**config.mk**
```make
export PLATFORM = sky130hd
export DESIGN_NAME = pc_gen
export DESIGN_NICKNAME = d
export VERILOG_FILES = /design/src/rtl/pc_gen.sv
export SDC_FILE = /design/constraint.sdc
export NUM_CORES = 1
export LEC_CHECK = 0
export CORE_ASPECT_RATIO = 0.9
export CORE_MARGIN = 3
export CORE_UTILIZATION = 44
export CTS_BUF_LIST = sky130_fd_sc_hd__clkbuf_4
export DETAILED_ROUTE_END_ITERATION = 8
export PLACE_DENSITY = 0.86
export SLEW_MARGIN = 20
export SYNTH_ARGS = -nofsm -noshare
export SYNTH_HDL_FRONTEND = slang
export SYNTH_SLANG_ARGS = --single-unit
```
**constraint.sdc**
```tcl
create_clock -name clk -period 10.45 [get_ports clk]
set_input_delay 1.045 -clock clk [delete_from_list [all_inputs] [get_ports clk]]
set_output_delay 1.045 -clock clk [all_outputs]
set_load 0.05 [all_outputs]
```
**src/rtl/pc_gen.sv**
```systemverilog
// pc_gen: registered fetch program-counter generator.
// Holds the current PC, steps it on accepted fetches, arbitrates prioritised
// redirect sources and inserts a flush bubble after each redirect.
// Optional feature macro: PC_GEN_RVC_EN (compressed-instruction support).
module pc_gen #(
    parameter int unsigned    XLEN         = 32,
    parameter int unsigned    NUM_REDIR    = 2,
    parameter logic [XLEN-1:0] RESET_PC    = 32'h0000_0000,
    parameter int unsigned    FLUSH_CYCLES = 1
) (
    input  logic                      clk,
    input  logic                      rstn,
    input  logic [NUM_REDIR-1:0]      redir_en,
    input  logic [NUM_REDIR*XLEN-1:0] redir_addr,
    input  logic                      pc_ready,
    input  logic [1:0]                ins_2bit,
    output logic [XLEN-1:0]           pc,
    output logic [XLEN-1:0]           pc_add2,
    output logic                      pc_valid,
    output logic [XLEN-1:0]           next_pc,
    output logic [XLEN-1:0]           next_pc_add2,
    output logic                      misalign_err
);

    localparam int unsigned CNT_W = 4;

`ifdef PC_GEN_RVC_EN
    localparam logic [1:0] ALIGN_MASK = 2'b01;
`else
    localparam logic [1:0] ALIGN_MASK = 2'b11;
`endif

    typedef enum logic [1:0] {
        BOOT  = 2'd0,
        RUN   = 2'd1,
        FLUSH = 2'd2
    } state_t;

    state_t          state;
    state_t          state_nxt;
    logic [CNT_W-1:0] cnt;
    logic [CNT_W-1:0] cnt_nxt;

    logic            redir_hit;
    logic [XLEN-1:0] redir_tgt;
    logic [XLEN-1:0] tgt_aligned;
    logic            tgt_misaligned;
    logic [XLEN-1:0] step_amt;
    logic            stepping;

    // Redirect arbitration: highest set index wins.
    always_comb begin
        redir_hit = 1'b0;
        redir_tgt = '0;
        for (int i = 0; i < int'(NUM_REDIR); i++) begin
            if (redir_en[i]) begin
                redir_hit = 1'b1;
                redir_tgt = redir_addr[i*XLEN +: XLEN];
            end
        end
    end

    // Target alignment: clear the low bits that must be zero and flag them if set.
    always_comb begin
        tgt_aligned    = {redir_tgt[XLEN-1:2], redir_tgt[1:0] & ~ALIGN_MASK};
        tgt_misaligned = |(redir_tgt[1:0] & ALIGN_MASK);
    end

`ifdef PC_GEN_RVC_EN
    // Step size: compressed encodings (low bits != 11) advance by 2.
    always_comb begin
        step_amt = (ins_2bit != 2'b11) ? XLEN'(2) : XLEN'(4);
    end
`else
    logic unused_ins_2bit;
    assign unused_ins_2bit = ^ins_2bit;

    // Step size: fixed 4-byte instructions.
    always_comb begin
        step_amt = XLEN'(4);
    end
`endif

    // Next-PC selection: redirect beats step beats hold.
    always_comb begin
        stepping     = (state == RUN) && pc_ready;
        next_pc      = pc;
        if (redir_hit) begin
            next_pc = tgt_aligned;
        end else if (stepping) begin
            next_pc = pc + step_amt;
        end
        next_pc_add2 = next_pc + XLEN'(2);
        pc_add2      = pc + XLEN'(2);
    end

    // Next-state and flush-counter logic.
    always_comb begin
        state_nxt = state;
        cnt_nxt   = cnt;
        if (redir_hit) begin
            cnt_nxt   = CNT_W'(FLUSH_CYCLES);
            state_nxt = (FLUSH_CYCLES == 0) ? RUN : FLUSH;
        end else begin
            case (state)
                BOOT: state_nxt = RUN;
                RUN:  state_nxt = RUN;
                FLUSH: begin
                    cnt_nxt = cnt - CNT_W'(1);
                    if (cnt <= CNT_W'(1)) begin
                        state_nxt = RUN;
                    end
                end
                default: state_nxt = BOOT;
            endcase
        end
    end

    // State register.
    always_ff @(posedge clk) begin
        if (!rstn) begin
            state <= BOOT;
        end else begin
            state <= state_nxt;
        end
    end

    // Datapath registers: pc, bubble counter, valid and misalignment pulse.
    always_ff @(posedge clk) begin
        if (!rstn) begin
            pc           <= RESET_PC;
            cnt          <= '0;
            pc_valid     <= 1'b0;
            misalign_err <= 1'b0;
        end else begin
            pc           <= next_pc;
            cnt          <= cnt_nxt;
            pc_valid     <= (state_nxt == RUN);
            misalign_err <= redir_hit && tgt_misaligned;
        end
    end

endmodule

```
Yosys cells after proc, flatten, opt, wreduce, memory -nomap -nowiden:

Index checks and enable logic that the tools add are counted.

* magnitude comparators: 1
* equality and inequality tests: 3
* $add $sub $neg: 4
* reductions and logical operators: 7
* muxes and demuxes: 11
* bitwise gates (word level): 1

Operators by type and width (number)
* $mux W32: 4
* $add A32 B2 Y32 const B: 2
* $add A32 B3 Y32 const B: 1
* $reduce_or A2 Y1: 3
* $eq A2 B1 Y1 const B: 2
* $le A4 B1 Y1 const B: 1
* $mux W1: 4
* $mux W2: 2
* $pmux W2 S2: 1
* $sub A4 B1 Y4 const B: 1
* $eq A2 B2 Y1 const B: 1
* $logic_and A1 B1 Y1: 2
* $logic_not A2 Y1: 1
* $reduce_bool A2 Y1: 1
* $not A1 Y1: 1

* flip-flop bits (word level): 40
* input bits: 71

Longest topological paths before layout:

Gate-level depths: netlist of the first run.

* word-level depth: 5
* gate-level depth with buffers: 13

Least setup slack after synthesis of the first run:

No wires, ideal clock.

* path type: input-to-output
* start: in redir_en[0]
* end: out next_pc_add2[30]
* path slack: 4336 ps
* stages on the path: 9
* buffers on the path: 3
* data arrival time: 5069 ps
* required time: 9405 ps
* path through: clkbuf_1 -> or2_2 -> clkbuf_1 -> o21ai_0 -> nand4_1 -> or4_1 -> buf_2 -> nor4_4 -> xor2_1

* word-level cells in the longest chain between the ends: 4
* elaborated cells between the ends (all ways): 6

RTL lines
* start, declared: RTL line 13 `input logic [NUM_REDIR-1:0] redir_en,`
* $mux W32 / $mux W1 (equally long branches) (2 in a row): RTL line 56 `if (redir_en[i]) begin`
* $mux W32 (*): RTL line 88 `if (redir_hit) begin`
* named net next_pc[10]: RTL line 20 `output logic [XLEN-1:0] next_pc,`
* $add A32 B2 Y32 (*): RTL line 93 `next_pc_add2 = next_pc + XLEN'(2);`
* end, declared: RTL line 21 `output logic [XLEN-1:0] next_pc_add2,`

Mark *: on every way through the listed nets, which the timed path passes. The rest lies on a longest branch.

Final worst setup path of the first run:

* start: in redir_en[0]
* end: out next_pc_add2[31]

* word-level cells in the longest chain between the ends: 4
* elaborated cells between the ends (all ways): 6

RTL lines (RTL line)
* $mux W1 / $mux W32 (equally long branches) (2 in a row): 56
* $mux W32 (*): 88
* $add A32 B2 Y32 (*): 93

Every way passes the cells marked *; elsewhere a longest branch is shown, timed or not.

==> results of run 1 <==
-- layout make-up --
| cell class | instances | area, sq um | area share |
|---|---|---|---|
| clock inverter | 3 | 90.1 | 0.0154 |
| multi-input combinational | 398 | 2730 | 0.467 |
| tap | 99 | 124 | 0.0212 |
| sequential | 40 | 801 | 0.137 |
| inverter | 13 | 48.8 | 0.00834 |
| timing repair buffer | 203 | 2020 | 0.345 |
| clock buffer | 5 | 37.5 | 0.00642 |
-- logic make-up after synthesis --
logic type                 Yosys count
and+or+nand+nor                    228
DFF                                 40
muxes                                5
buffers and inverters               49
adders and majority gates            5
AOI/OAI and AO/OA                   82
xor gates and xnor gates            78
-- worst max-delay path by stage --
| stage | startpoint | endpoint | slack, ns | depth (start not counted) |
|---|---|---|---|---|
| after global placement | redir_en[0] | next_pc_add2[31] | 3.45 | 14 |
| after floorplan | redir_en[0] | next_pc_add2[30] | 4.34 | 9 |
| after detailed placement | redir_en[0] | next_pc_add2[31] | 3.40 | 14 |
| final | redir_en[0] | next_pc_add2[31] | 3.31 | 14 |
| after CTS | redir_en[0] | next_pc_add2[31] | 3.38 | 14 |
| after global routing | redir_en[0] | next_pc_add2[31] | 3.13 | 14 |
-- sequential cells by signal, indices dropped and copies added, names as in the netlist --
register and count:
cnt 4, misalign_err 1, pc 32, pc_valid 1, state 2
-- power groups by stage --
stage / clock (mW) / combinational [mW] / sequential [mW]
after floorplan: 0 / 0.189 / 0.206
after global placement: 0 / 0.329 / 0.185
after detailed placement: 0 / 0.332 / 0.186
after CTS: 0.160 / 0.334 / 0.182
after global routing: 0.164 / 0.347 / 0.185
final: 0.158 / 0.334 / 0.183
-- layout by cell type (no fill, tap or decap), types with 5 or more instances in the layout --
| cell type | n |
|---|---|
| clkdlybuf4s50_1 | 198 |
| xnor2_1 | 40 |
| dfxtp_1 | 40 |
| xor2_1 | 38 |
| nand2_1 | 37 |
| nor2_1 | 35 |
| and2_1 | 34 |
| nand3_1 | 21 |
| nand4_1 | 18 |
| nor3_1 | 17 |
| a22oi_1 | 12 |
| a21oi_1 | 11 |
| inv_1 | 10 |
| nor4_1 | 10 |
| o22ai_1 | 10 |
| o21ai_0 | 8 |
| and3_1 | 7 |
| nand4b_1 | 6 |
| o21ai_1 | 6 |
| mux2i_1 | 5 |
| a211oi_1 | 5 |
| ha_1 | 5 |
| clkbuf_4 | 5 |
| buf_4 | 5 |
-- stage by stage --
| step | area (sq um) | instances |
|---|---|---|
| 2_1_floorplan | 3730 | 487 |
| 3_3_place_gp | 5720 | 753 |
| 3_5_place_dp | 5720 | 753 |
| 4_1_cts | 5850 | 761 |
| 5_1_grt | 5850 | 761 |
| 6_report | 5850 | 761 |
-- layer usage --
layer  share of wire  vias up  track usage  wire length [um]
met5               0        -            0                 0
li1                -     2097            -                 -
met2            0.47      285        0.510              7160
met1            0.40     2059        0.384              6040
met3            0.10       28       0.0656              1530
met4           0.027        0        0.101               413
==> reports/results.ini, run 1 <==
[run_status]
outcome=finished, final reports clean

[die]
chipWidth_um=103
rows=31
ioPinCount=201
die_h_um=93.4
start_util=0.459
core_sq_um=8150
die_area_sq_um=9630

[global_routing]
grt_max_degree=36
antenna_found_initial=0
grt_pass1_vias=4587
overflow=0
grt_first_pass_wirelength_um=23100
track_usage=0.304

[synthesis]
syn_area_per_cell_sq_um=7.67
synth_top_family_by_area=simple AND/OR/NAND/NOR gates
synth_common_cells=40 x dfxtp_1, 40 x xnor2_1, 38 x xor2_1, 37 x nand2_1, 36 x nor2_1
synth-xor-area-share=0.183
yosysTopAreaCellShare=0.214
synth-edff-count=0
syn_nets=563
synthAdderAreaFrac=0.0168
synth_mux_area_frac=0.0134
synthFlopType=dfxtp_1
synthSimpleGateAreaFrac=0.362
yosysWarnings=0
yosys.area.top_type=dfxtp_1
synth_cell_types=72
ys_seq_area_frac=0.214
synth-seq-cells=40
synth_area_leaders=dfxtp_1 21%, xnor2_1 9.4%, xor2_1 8.9%, and2_1 5.7%, nand2_1 3.7%
syn_area_sq_um=3730
syn-instance-count=487
synthArstFlopShare=0
synth_compound_area_frac=0.155

[route]
route.detailed.drc=0
via_per_inst=5.87
drt_first_pass_iters=5
drt_wl_total_um=15100
drt-initial-drc-count=269
drt.antenna.violating_nets=0
via_count=4469
wl_per_cell_um=19.9

[worst_setup_path]
cp_top_family=buffers and inverters
critPathSlowestCell=clkdlybuf4s50_1
crit_arrival_ns=6.09
timing.rr.start=pc[2]
worstPathRequired_ns=9.41
endpoint_kind=output port
max_stage_delay_ns=0.83
critPathLaunchType=primary input
crit_fanout=17
r2r_setup_slack_ns=7.43
critPathBufInv=4
crit_chain=clkdlybuf4s50_1 -> inv_2 -> nor2_1 -> a211oi_1 -> a21o_1 -> ha_1 -> inv_1 -> a211oi_1 -> nand4_1 -> nand4b_1 -> or4b_1 -> nor4_2 -> xnor2_1 -> clkdlybuf4s50_1
r2r_cells=7
worstSetupPathType=in -> out
timing.rr.end=pc[30]

[timing]
finalMaxSlewViolations=0
holdWs_ns=0.530
slew_headroom=0.461
period_share=0.683
fmax_ghz=0.140
finClkSkew_ns=0.00848
tns_ns=0
finalHoldViolCount=0
tightest_slew_ns=0.801
fin_ws_ns=3.31
rsz0062_at_grt=false
setup_viol=0
min_period_ns=7.14

[worst_hold_path]
holdCritStartpoint=pc[0]
min_to=pc[0]
hold_path_class=reg -> reg
hold_depth=1

[clocking]
cts_resized=0
cts_buffers=5
hold_buffers=0
clock_sinks=40
htree_levels=2
post_cts_buffers=0
cts_root_buf=clkbuf_4
cts_tree=yes
cts.path.max_buffers=2
clock_latency_ns=0.36
clk_transition_reported_paths_ns=0.14

[placement]
portBuffers=198
place.gp.congestion=0.995
post-place-ws_ns=3.40
hpwl_um=11600

[run]
max_cap_viol_count=0

[power_and_ir_drop]
powerDensity_nw_per_um2=115
power_mw=0.675
internal_power_mw=0.380
clkPwrFrac=0.235
vdd_drop_max_mv=0.0669
power_switching_mw=0.295
power_frac_seq=0.271
power.share.switching=0.437
p_leak_nw=2.13
power_frac_comb=0.494

[cells_and_area]
n_antenna_cell=0
fill_cells=649
syn2layout_area_growth_pct=56.6
fin_util=0.718
nets=737
drive_gt1_frac=0.0544

Power figures use the tool's default switching activity.
==> run 2, diff against run 1 <==
--- a/config.mk
+++ b/config.mk
@@ -7,10 +7,10 @@
 export LEC_CHECK = 0
 export CORE_ASPECT_RATIO = 0.9
 export CORE_MARGIN = 3
-export CORE_UTILIZATION = 44
+export CORE_UTILIZATION = 37
 export CTS_BUF_LIST = sky130_fd_sc_hd__clkbuf_4
 export DETAILED_ROUTE_END_ITERATION = 8
-export PLACE_DENSITY = 0.86
+export PLACE_DENSITY = 0.77
 export SLEW_MARGIN = 20
 export SYNTH_ARGS = -nofsm -noshare
 export SYNTH_HDL_FRONTEND = slang
==> constraint.sdc (replaced) <==
create_clock -name clk -period 6 [get_ports clk]
set_input_delay 0.6 -clock clk [delete_from_list [all_inputs] [get_ports clk]]
set_output_delay 0.6 -clock clk [all_outputs]
set_load 0.05 [all_outputs]
==> reports/results.ini, run 2 (same netlist as run 1, synthesis figures left out) <==
[global_routing]
antenna_found_initial=0
track_usage=0.260
grt_pass1_vias=4527
overflow=0
grt_first_pass_wirelength_um=23900
grt_max_degree=36

[timing]
period_share=0.843
finClkSkew_ns=0.00538
fmax_ghz=0.198
tightest_slew_ns=0.572
finalHoldViolCount=0
setup_viol=0
finalMaxSlewViolations=0
min_period_ns=5.06
tns_ns=0
slew_headroom=0.615
rsz0062_at_grt=false

[cells_and_area]
regMostFlops=pc
largest_register_ffs=32
n_antenna_cell=0
drive_gt1_frac=0.101
syn2layout_area_growth_pct=63.5
layout_commonest_cell=clkdlybuf4s50_1
nets=747
finalNonFillerCells=798
largestRegisters=pc (32), cnt (4), state (2)
final_cell_mix=176 x clkdlybuf4s50_1, 40 x xnor2_1, 40 x dfxtp_1
fill_cells=881

[clocking]
cts_buffers=5
cts_tree=yes
clk_transition_reported_paths_ns=0.13
post_cts_buffers=0
cts.path.max_buffers=2
clock_sinks=40
hold_buffers=0
cts_resized=0
cts_root_buf=clkbuf_4
htree_levels=2
clock_latency_ns=0.35

[worst_setup_path]
crit_arrival_ns=4.46
endpoint_kind=output port
worstSetupPathType=in -> out
cp_top_family=simple AND/OR/NAND/NOR gates
critPathSlowestCell=or4_1
crit_chain=clkdlybuf4s50_1 -> buf_4 -> or2_2 -> or4_4 -> a32oi_2 -> nand4b_4 -> or4_1 -> nor4_4 -> xor2_1 -> buf_12
crit_fanout=13
critPathBufInv=3
max_stage_delay_ns=0.70
critPathLaunchType=primary input
worstPathRequired_ns=5.40

[route]
drt_wl_total_um=15300
route.detailed.drc=0
drt-initial-drc-count=286
wl_per_cell_um=19.2
drt.antenna.violating_nets=0
drt_first_pass_iters=5
via_per_inst=5.71
via_count=4557

[worst_hold_path]
hold_path_class=reg -> reg

[placement]
dp_cells=790
place.gp.congestion=0.895
hpwl_um=12100
portBuffers=198

[power_and_ir_drop]
vdd_drop_max_mv=0.114
p_leak_nw=2.27
power_mw=1.12
powerDensity_nw_per_um2=184

[die]
ioPinCount=201
die_area_sq_um=11300
die_h_um=101
chipWidth_um=112
rows=34
core_sq_um=9740
start_util=0.383

[run_status]
outcome=finished, final reports clean

[run]
max_cap_viol_count=0

[run 2: cell types whose count changed in the layout (fill, tap and decap cells not counted), sizes merged]
cell | previous run | this run
buf | 5 | 37
bufinv | 3 | 1
clkdlybuf4s50 | 198 | 176
clkinv | 1 | 2
clkinvlp | 0 | 1
[run 2: path summary, 6_finish.rpt]
check | start | endpoint | slack (ns) | cells after the start
max | redir_en[0] | next_pc_add2[30] | 0.94 | 10
min reg2reg | cnt[1] | cnt[1] | 0.54 | 2
min | cnt[1] | cnt[1] | 0.54 | 2
max reg2reg | pc[3] | pc[30] | 3.04 | 7
[run 2: final cells by class]
| class | instances | area (sq um) | share of cell area |
|---|---|---|---|
| tap | 126 | 158 | 0.0258 |
| clock inverter | 3 | 42.5 | 0.00697 |
| multi-input combinational | 398 | 2730 | 0.447 |
| inverter | 13 | 48.8 | 0.00799 |
| sequential | 40 | 801 | 0.131 |
| timing repair buffer | 213 | 2290 | 0.375 |
| clock buffer | 5 | 37.5 | 0.00615 |
[run 2: metrics by stage]
step,utilization,hold WS [ns],setup WS (ns),cell area (sq um)
floorplan,-,0.480,0.593,3730
global placement,0.619,0.498,1.02,6030
detailed placement,0.619,0.509,0.969,6030
CTS,0.627,0.537,0.957,6110
global route,0.627,0.559,0.670,6110
finish,0.627,0.536,0.943,6110
[run 2: where the power goes]
group	switching (mW)	internal, mW
Combinational	0.380	0.238
Clock	0.0995	0.0870
Sequential	0.0360	0.283
[run 2: worst min-delay path, cell delays in order, from the launching register on]
cell      delay [ns]
dfxtp_1         0.35
nor2_1          0.11
a211oi_1        0.05
[run 2: per-layer routing]
| metal | routed length (um) | track usage |
|---|---|---|
| met3 | 1510 | 0.0675 |
| met4 | 367 | 0.0879 |
| met5 | 0 | 0 |
| met2 | 7190 | 0.435 |
| met1 | 6270 | 0.329 |
